===== config.mk =====
export PLATFORM = sky130hd
export DESIGN_NAME = mux_exerciser
export DESIGN_NICKNAME = d
export VERILOG_FILES = /design/src/rtl/mux_exerciser.sv
export SDC_FILE = /design/constraint.sdc
export NUM_CORES = 1
export LEC_CHECK = 0
export BUFFER_PORTS_ARGS = -buffer_cell sky130_fd_sc_hd__buf_2
export CAP_MARGIN = 20
export CORE_MARGIN = 10
export CORE_UTILIZATION = 57
export DETAILED_ROUTE_END_ITERATION = 12
export HOLD_SLACK_MARGIN = 0.06
export PLACE_DENSITY = 0.79
export SLEW_MARGIN = 5
export SYNTH_ARGS = -nofsm -noshare
export SYNTH_HDL_FRONTEND = slang
export SYNTH_SLANG_ARGS = --single-unit

===== constraint.sdc =====
create_clock -name clk -period 2.3 [get_ports clk]
set_clock_uncertainty 0.1 [all_clocks]
set_input_delay 0.23 -clock clk [delete_from_list [all_inputs] [get_ports clk]]
set_output_delay 0.23 -clock clk [all_outputs]
set_load 0.005 [all_outputs]

===== src/rtl/mux_exerciser.sv =====
// Stimulus/response checker for the gate-level 2-to-1 mux: sweeps all eight
// {s,y,x} combinations, waits DIV cycles per combination, then compares m.
module mux_exerciser #(
  parameter int unsigned DIV    = 4,
  parameter int unsigned PASSES = 1
) (
  input  logic       clk,
  input  logic       resetn,
  input  logic       start,
  input  logic       m,
  output logic       x,
  output logic       y,
  output logic       s,
  output logic [2:0] pattern,
  output logic       busy,
  output logic       done,
  output logic       err,
  output logic [3:0] err_count
);

  typedef enum logic [1:0] {IDLE, SETTLE, CHECK, DONE} state_t;

  localparam logic [7:0] TICK_LAST = 8'(DIV - 1);
  localparam logic [3:0] PASS_LAST = 4'(PASSES - 1);

  state_t     state, state_n;
  logic [7:0] tick, tick_n;
  logic [3:0] pass, pass_n;
  logic [2:0] pattern_n;
  logic [3:0] err_count_n;
  logic       err_n;
  logic       expected;

  assign s        = pattern[2];
  assign y        = pattern[1];
  assign x        = pattern[0];
  assign expected = s ? y : x;

  always_comb begin
    state_n     = state;
    tick_n      = tick;
    pass_n      = pass;
    pattern_n   = pattern;
    err_count_n = err_count;
    err_n       = err;
    case (state)
      IDLE, DONE: begin
        if (start) begin
          state_n     = SETTLE;
          tick_n      = '0;
          pass_n      = '0;
          pattern_n   = '0;
          err_count_n = '0;
          err_n       = 1'b0;
        end
      end
      SETTLE: begin
        if (tick == TICK_LAST) state_n = CHECK;
        else                   tick_n  = tick + 8'd1;
      end
      CHECK: begin
        if (m != expected) begin
          err_n = 1'b1;
          if (err_count != 4'hF) err_count_n = err_count + 4'd1;
        end
        tick_n = '0;
        if (pattern != 3'd7) begin
          pattern_n = pattern + 3'd1;
          state_n   = SETTLE;
        end else if (pass != PASS_LAST) begin
          pattern_n = '0;
          pass_n    = pass + 4'd1;
          state_n   = SETTLE;
        end else begin
          state_n = DONE;
        end
      end
      default: state_n = IDLE;
    endcase
  end

  always_ff @(posedge clk) begin
    if (!resetn) begin
      state     <= IDLE;
      tick      <= '0;
      pass      <= '0;
      pattern   <= '0;
      err_count <= '0;
      err       <= 1'b0;
    end else begin
      state     <= state_n;
      tick      <= tick_n;
      pass      <= pass_n;
      pattern   <= pattern_n;
      err_count <= err_count_n;
      err       <= err_n;
    end
  end

  // busy/done are pure state decodes so they can never disagree with the FSM
  assign busy = (state == SETTLE) || (state == CHECK);
  assign done = (state == DONE);

endmodule


Yosys cells after proc, flatten, opt, wreduce, memory -nomap -nowiden
Index checks and enable logic that the tools add are counted.
- bits in registers: 22
- bits in latches: 0
- RAM bits: 0
- ROM bits: 0
- bits of input ports: 4
- output and inout bits: 13
- logic and storage cells: 59
- memories kept: 0
- $add $sub $neg: 4
- multipliers: 0
- divide/modulo/power cells: 0
- order comparisons: 0
- equal/unequal tests: 15
- shifts and indexed selects: 0
- multiplexer cells: 23
- bitwise operators: 0
- reductions and logical operators: 11
- operator list (cell ; number):
    case mux 8 bit (3 select lines) ; 1
    two-way mux 4 bit ; 5
    two-way mux 8 bit ; 2
    case mux 4 bit (2 select lines) ; 2
    != test 2 bit (second input constant) ; 7
    two-way mux 3 bit ; 3
    adder 4 x 1 -> 4 bit (second input constant) ; 2
    adder 8 x 1 -> 8 bit (second input constant) ; 1
    == test 8 x 2 -> 1 bit (second input constant) ; 1
    two-way mux 2 bit ; 4
    AND reduction 4 bit ; 2
    != test 3 bit (second input constant) ; 2
    case mux 2 bit (3 select lines) ; 1
    case mux 3 bit (2 select lines) ; 1
    AND reduction 3 bit ; 2
    == test 2 bit (second input constant) ; 2
    != test 4 bit (second input constant) ; 1
    AND reduction 2 bit ; 2
    nonzero test 4 bit ; 1
    adder 3 x 1 -> 3 bit (second input constant) ; 1
    two-way mux 1 bit ; 3
    == test 2 x 1 -> 1 bit (second input constant) ; 1
    logical NOT 2 bit ; 1
    case mux 1 bit (2 select lines) ; 1
    4 further kinds ; 4

Logic depth before layout (Yosys ltp)
- depth in word-level cells: 4
- mapped depth: 8

Least setup slack after synthesis
No wires, ideal clock.
- path kind: register to register
- start: reg state[0]
- end: reg pattern[2]
- library setup time: 0.128 ns
- arrival time: 1.640 ns
- data required time: 2.072 ns
- path slack: 0.433 ns
- cell stages (with the launch flop): 8
- cell sequence: dfxtp_1 -> inv_1 -> ha_1 -> buf_2 -> mux2i_1 -> a31o_2 -> mux2i_1 -> nor2_1
- word-level cells in the longest chain between the ends: 4
- elaborated cells between the ends (all ways): 9
- classes of those cells: 4 x eq/ne; 1 x mux; 4 x reduce/logical
- ends and longest elaborated chain (element ; RTL line ; source):
    start, declared ; 26 ; state_t state, state_n;
    start signal, assigned ; 91 ; state <= state_n;
    == test 2 bit / logical NOT 2 bit (equally long branches) ; 46 ; case (state)
    OR reduction 2 bit ; 46 ;
    != test 2 bit (no source line) / nonzero test 2 bit (equally long branches) ; - ;
    AND reduction 3 bit (no source line) ; - ;
    end signal, assigned ; 94 ; pattern <= pattern_n;
    end, declared ; 14 ; output logic [2:0] pattern,
Several ways; a longest one is shown, not always the timed one.
A chain may end at the register's enable or synchronous reset.

Worst setup path in the final report
- start: reg state[0]
- end: reg err_count[3]
- word-level cells in the longest chain between the ends: 4
- elaborated cells between the ends (all ways): 10
- classes of those cells: 5 x eq/ne; 1 x mux; 4 x reduce/logical
- ends and longest elaborated chain (element ; RTL line ; source):
    == test 2 bit / logical NOT 2 bit (equally long branches) ; 46 ;
    OR reduction 2 bit ; 46 ;
    != test 2 bit (no source line) / nonzero test 2 bit (equally long branches) ; - ;
    AND reduction 4 bit (no source line) ; - ;
    end signal, assigned ; 95 ; err_count <= err_count_n;
    end, declared ; 18 ; output logic [3:0] err_count
Several ways; a longest one is shown, not always the timed one.

==> summary.txt <==
Global route
  – First-pass GRT wire length: 4961 µm
  – Vias in the first global route: 1186
  – Initial antenna violation count: 0
  – Grt ovf: 0
  – GRT Total Usage: 12.91%
  – Largest net degree at the start of global routing: 14

Critical path
  – CP Data Arrival Time: 2210 ps
  – Worst path slowest cell: dfxtp_1
  – Reg2reg setup slack: 250 ps
  – Crit. path cell count: 6
  – Startpoint types: register
  – RR Startpoint: state[0]
  – Critical path class: register to register
  – Reg2Reg Depth: 6
  – Setup crit start: state[0]
  – CP top delay family: compound AO/OA/AOI/OAI gates
  – Type of destination of the critical path: register
  – Critical path, cell by cell: inv_1 -> ha_1 -> and2b_1 -> a311oi_2 -> a311oi_1 -> mux2i_1
  – Number of buffers and inverters on the critical path: 1
  – Worst path required time: 2470 ps
  – CP Max Fanout: 7
  – Slowest stage delay, CP: 430 ps

Synthesis
  – Most common cell in the netlist: dfxtp_1
  – Compound-Gate Fraction of Synth Area: 17.11%
  – Mapped Area: 1368 µm²
  – Xor/xnor cell area share of the yosys netlist: 4.392%
  – Async S/R FF share, synth: 0%
  – Combinational family with the most area after synthesis: simple AND/OR/NAND/NOR gates
  – Post-synth EDFFs: 0
  – Syn. warnings: 0
  – Cell accounting for the most synthesized area: dfxtp_1
  – Prevailing post-synth register cell: dfxtp_1
  – Count of different cell masters after synthesis: 44
  – Post-synth top area share: 32.20%
  – Net count after synthesis: 172
  – Synth top area cells: dfxtp_1 (32%), ha_1 (9.1%), nand2_1 (4.7%)
  – Yosys reg bits: 22
  – Synthesized netlist cell count: 158
  – Post-synthesis sequential area ratio: 32.20%
  – Syn Area/Cell: 8.655 µm²
  – Post-Synth Adder-Cell Area: 9.149%
  – Commonest cells post-synth: dfxtp_1 (22), nand2_1 (17), a21oi_1 (10), ha_1 (10), nor2_1 (10)
  – Synth Area in Simple Gates: 25.43%
  – Fraction of synthesized area in multiplexers: 6.130%

Drt
  – Post-route DRC violation count: 0
  – Routed length per instance: 15.01 µm
  – Final antenna-violating net count: 0
  – 1st-pass router iterations: 4
  – Initial DRC count: 84
  – Via count: 1195
  – Vias/cell: 5.975
  – Final wirelength: 3001 µm

STA
  – Hold Vio Cnt, Final: 0
  – Final Max Slew Viols: 0
  – Slew Limit Headroom: 71.05%
  – Final setup vio count: 0
  – Final period demand of the worst path: 2049 ps
  – Setup TNS: 0 ps
  – Unrepaired setup endpoints after global routing: false
  – Worst slew pin tran: 425.8 ps
  – Final period util: 89.07%
  – Max Fclk: 488.1 MHz

Power and ir drop
  – Total power draw: 811.8 µW
  – Power per Cell Area: 539.8 nW/µm²
  – Leakage: 0.5951 nW
  – Peak VDD IR: 0.0003567 V

Cells and area
  – Final instance area: 1504 µm²
  – Nets: 187
  – FILL cells: 188
  – Antenna diode count: 0
  – Syn-to-layout area delta: 9.972%
  – Post-route insts no fill: 200
  – Layout cells sized above 1: 20.35%
  – Final core utilization: 66.70%

CTS
  – H-tree Lvls: 1
  – CTS tree: done
  – Clock sinks: 22
  – Max Buffers Root-to-Sink: 2
  – Clk pin slew, worst setup/hold paths: 140 ps
  – Post CTS Setup Buffer Count: 0
  – CTS Buf Count: 3
  – Skew-Pair Late Insertion Delay: 320 ps
  – Root buffer cell: clkbuf_4

Die
  – Initial Utilization: 60.65%
  – Die Wd: 68.98 µm
  – IO Count: 17
  – DIE AREA: 4758 µm²
  – DIE HEIGHT: 68.98 µm
  – FP Rows: 17
  – Core Footprint: 2255 µm²

Place
  – GPL Wtd Cong: 0.7949
  – IO Port Bufs: 16
  – Final HPWL DP: 2271 µm
  – Placed cells: 196
  – DP Area: 1448 µm²

Run
  – MaxCap Viol Count: 0

Hold path
  – Worst Hold Launch: resetn
  – Hold crit path type: input port to register
  – Worst hold path cell count: 3

Run status
  – Status: completed
-- cells in the final DEF, fill, tap and decap left out, types with 3 or more instances in the layout --
master    Yosys  routed
a21oi_1      10      10
a311oi_1      3       3
buf_2         1      16
clkbuf_4      0       3
dfxtp_1      22      22
ha_1         10      10
inv_1         7       7
mux2_2        3       3
mux2i_1       5       4
nand2_1      17      17
nand2b_1      3       3
nand3_1       6       6
nand4_1       6       6
nor2_1       10      10
nor3_1        4       4
o21ai_0       7       7
or3_1         3       3
xor2_1        3       3
-- cell type report --
class                           instances  area [µm²]  share of cell area (%)
Sequential cell                        22       440.4                   29.28
Clock buffer                            3       22.52                   1.498
Clock inverter                          1       30.03                   1.997
Inverter                                7       26.28                   1.747
Timing Repair Buffer                   18       95.09                   6.323
Multi-Input combinational cell        121       854.6                   56.82
Tap cell                               28       35.03                   2.329
-- logic make-up (layout without fill, tap and decap cells) --
kind of cell | Yosys count | after routing
adders and majority gates | 10 | 10
xor gates and xnor gates | 6 | 6
buffers and inverters | 15 | 29
and+or+nand+nor | 63 | 63
DFF | 22 | 22
muxes | 8 | 8
AOI/OAI and AO/OA | 34 | 34
-- path summary, 6_finish.rpt --
path,end
setup / recovery,err_count[3]
hold / removal,state[1]
setup reg to reg,err_count[3]
hold reg to reg,pattern[1]
-- routing by layer --
layer  wire (µm)  global-route usage [%]
met5           0                       0
met4          40                   3.695
met3         153                   2.576
met2        1379                   22.37
met1        1427                   15.67
-- power by group --
group / leakage [nW] / total [mW] / internal [mW] / switching (mW)
registers: 0.178 / 0.395 / 0.387 / 0.00721
clock network: 0.0279 / 0.307 / 0.176 / 0.131
logic: 0.390 / 0.110 / 0.0420 / 0.0679
-- through the flow --
step	hold WS, ps	worst slack [ps]
finish	135.4	251.4
global route	137.6	138.9
CTS	131.1	153.6
detailed placement	401.9	163.7
global placement	388.5	336.1
floorplan	366.4	432.7
-- worst reg2reg max path, cell delays in order, from the launching register on --
cell and delay, ps:
dfxtp_1 430, inv_1 60, ha_1 400, and2b_1 320, a311oi_2 390, a311oi_1 150
mux2i_1 150
-- what timing repair did --
item	4_1_cts	5_1_grt
hold buffers	0	0
setup endpoints to repair	0	1
resized for setup	0	1
-- flip-flops by register name, indices dropped and copies added, names as in the netlist --
register,flops
tick,8
err,1
pattern,3
state,2
err_count,4
pass,4
(Power assumes the default switching activity.)
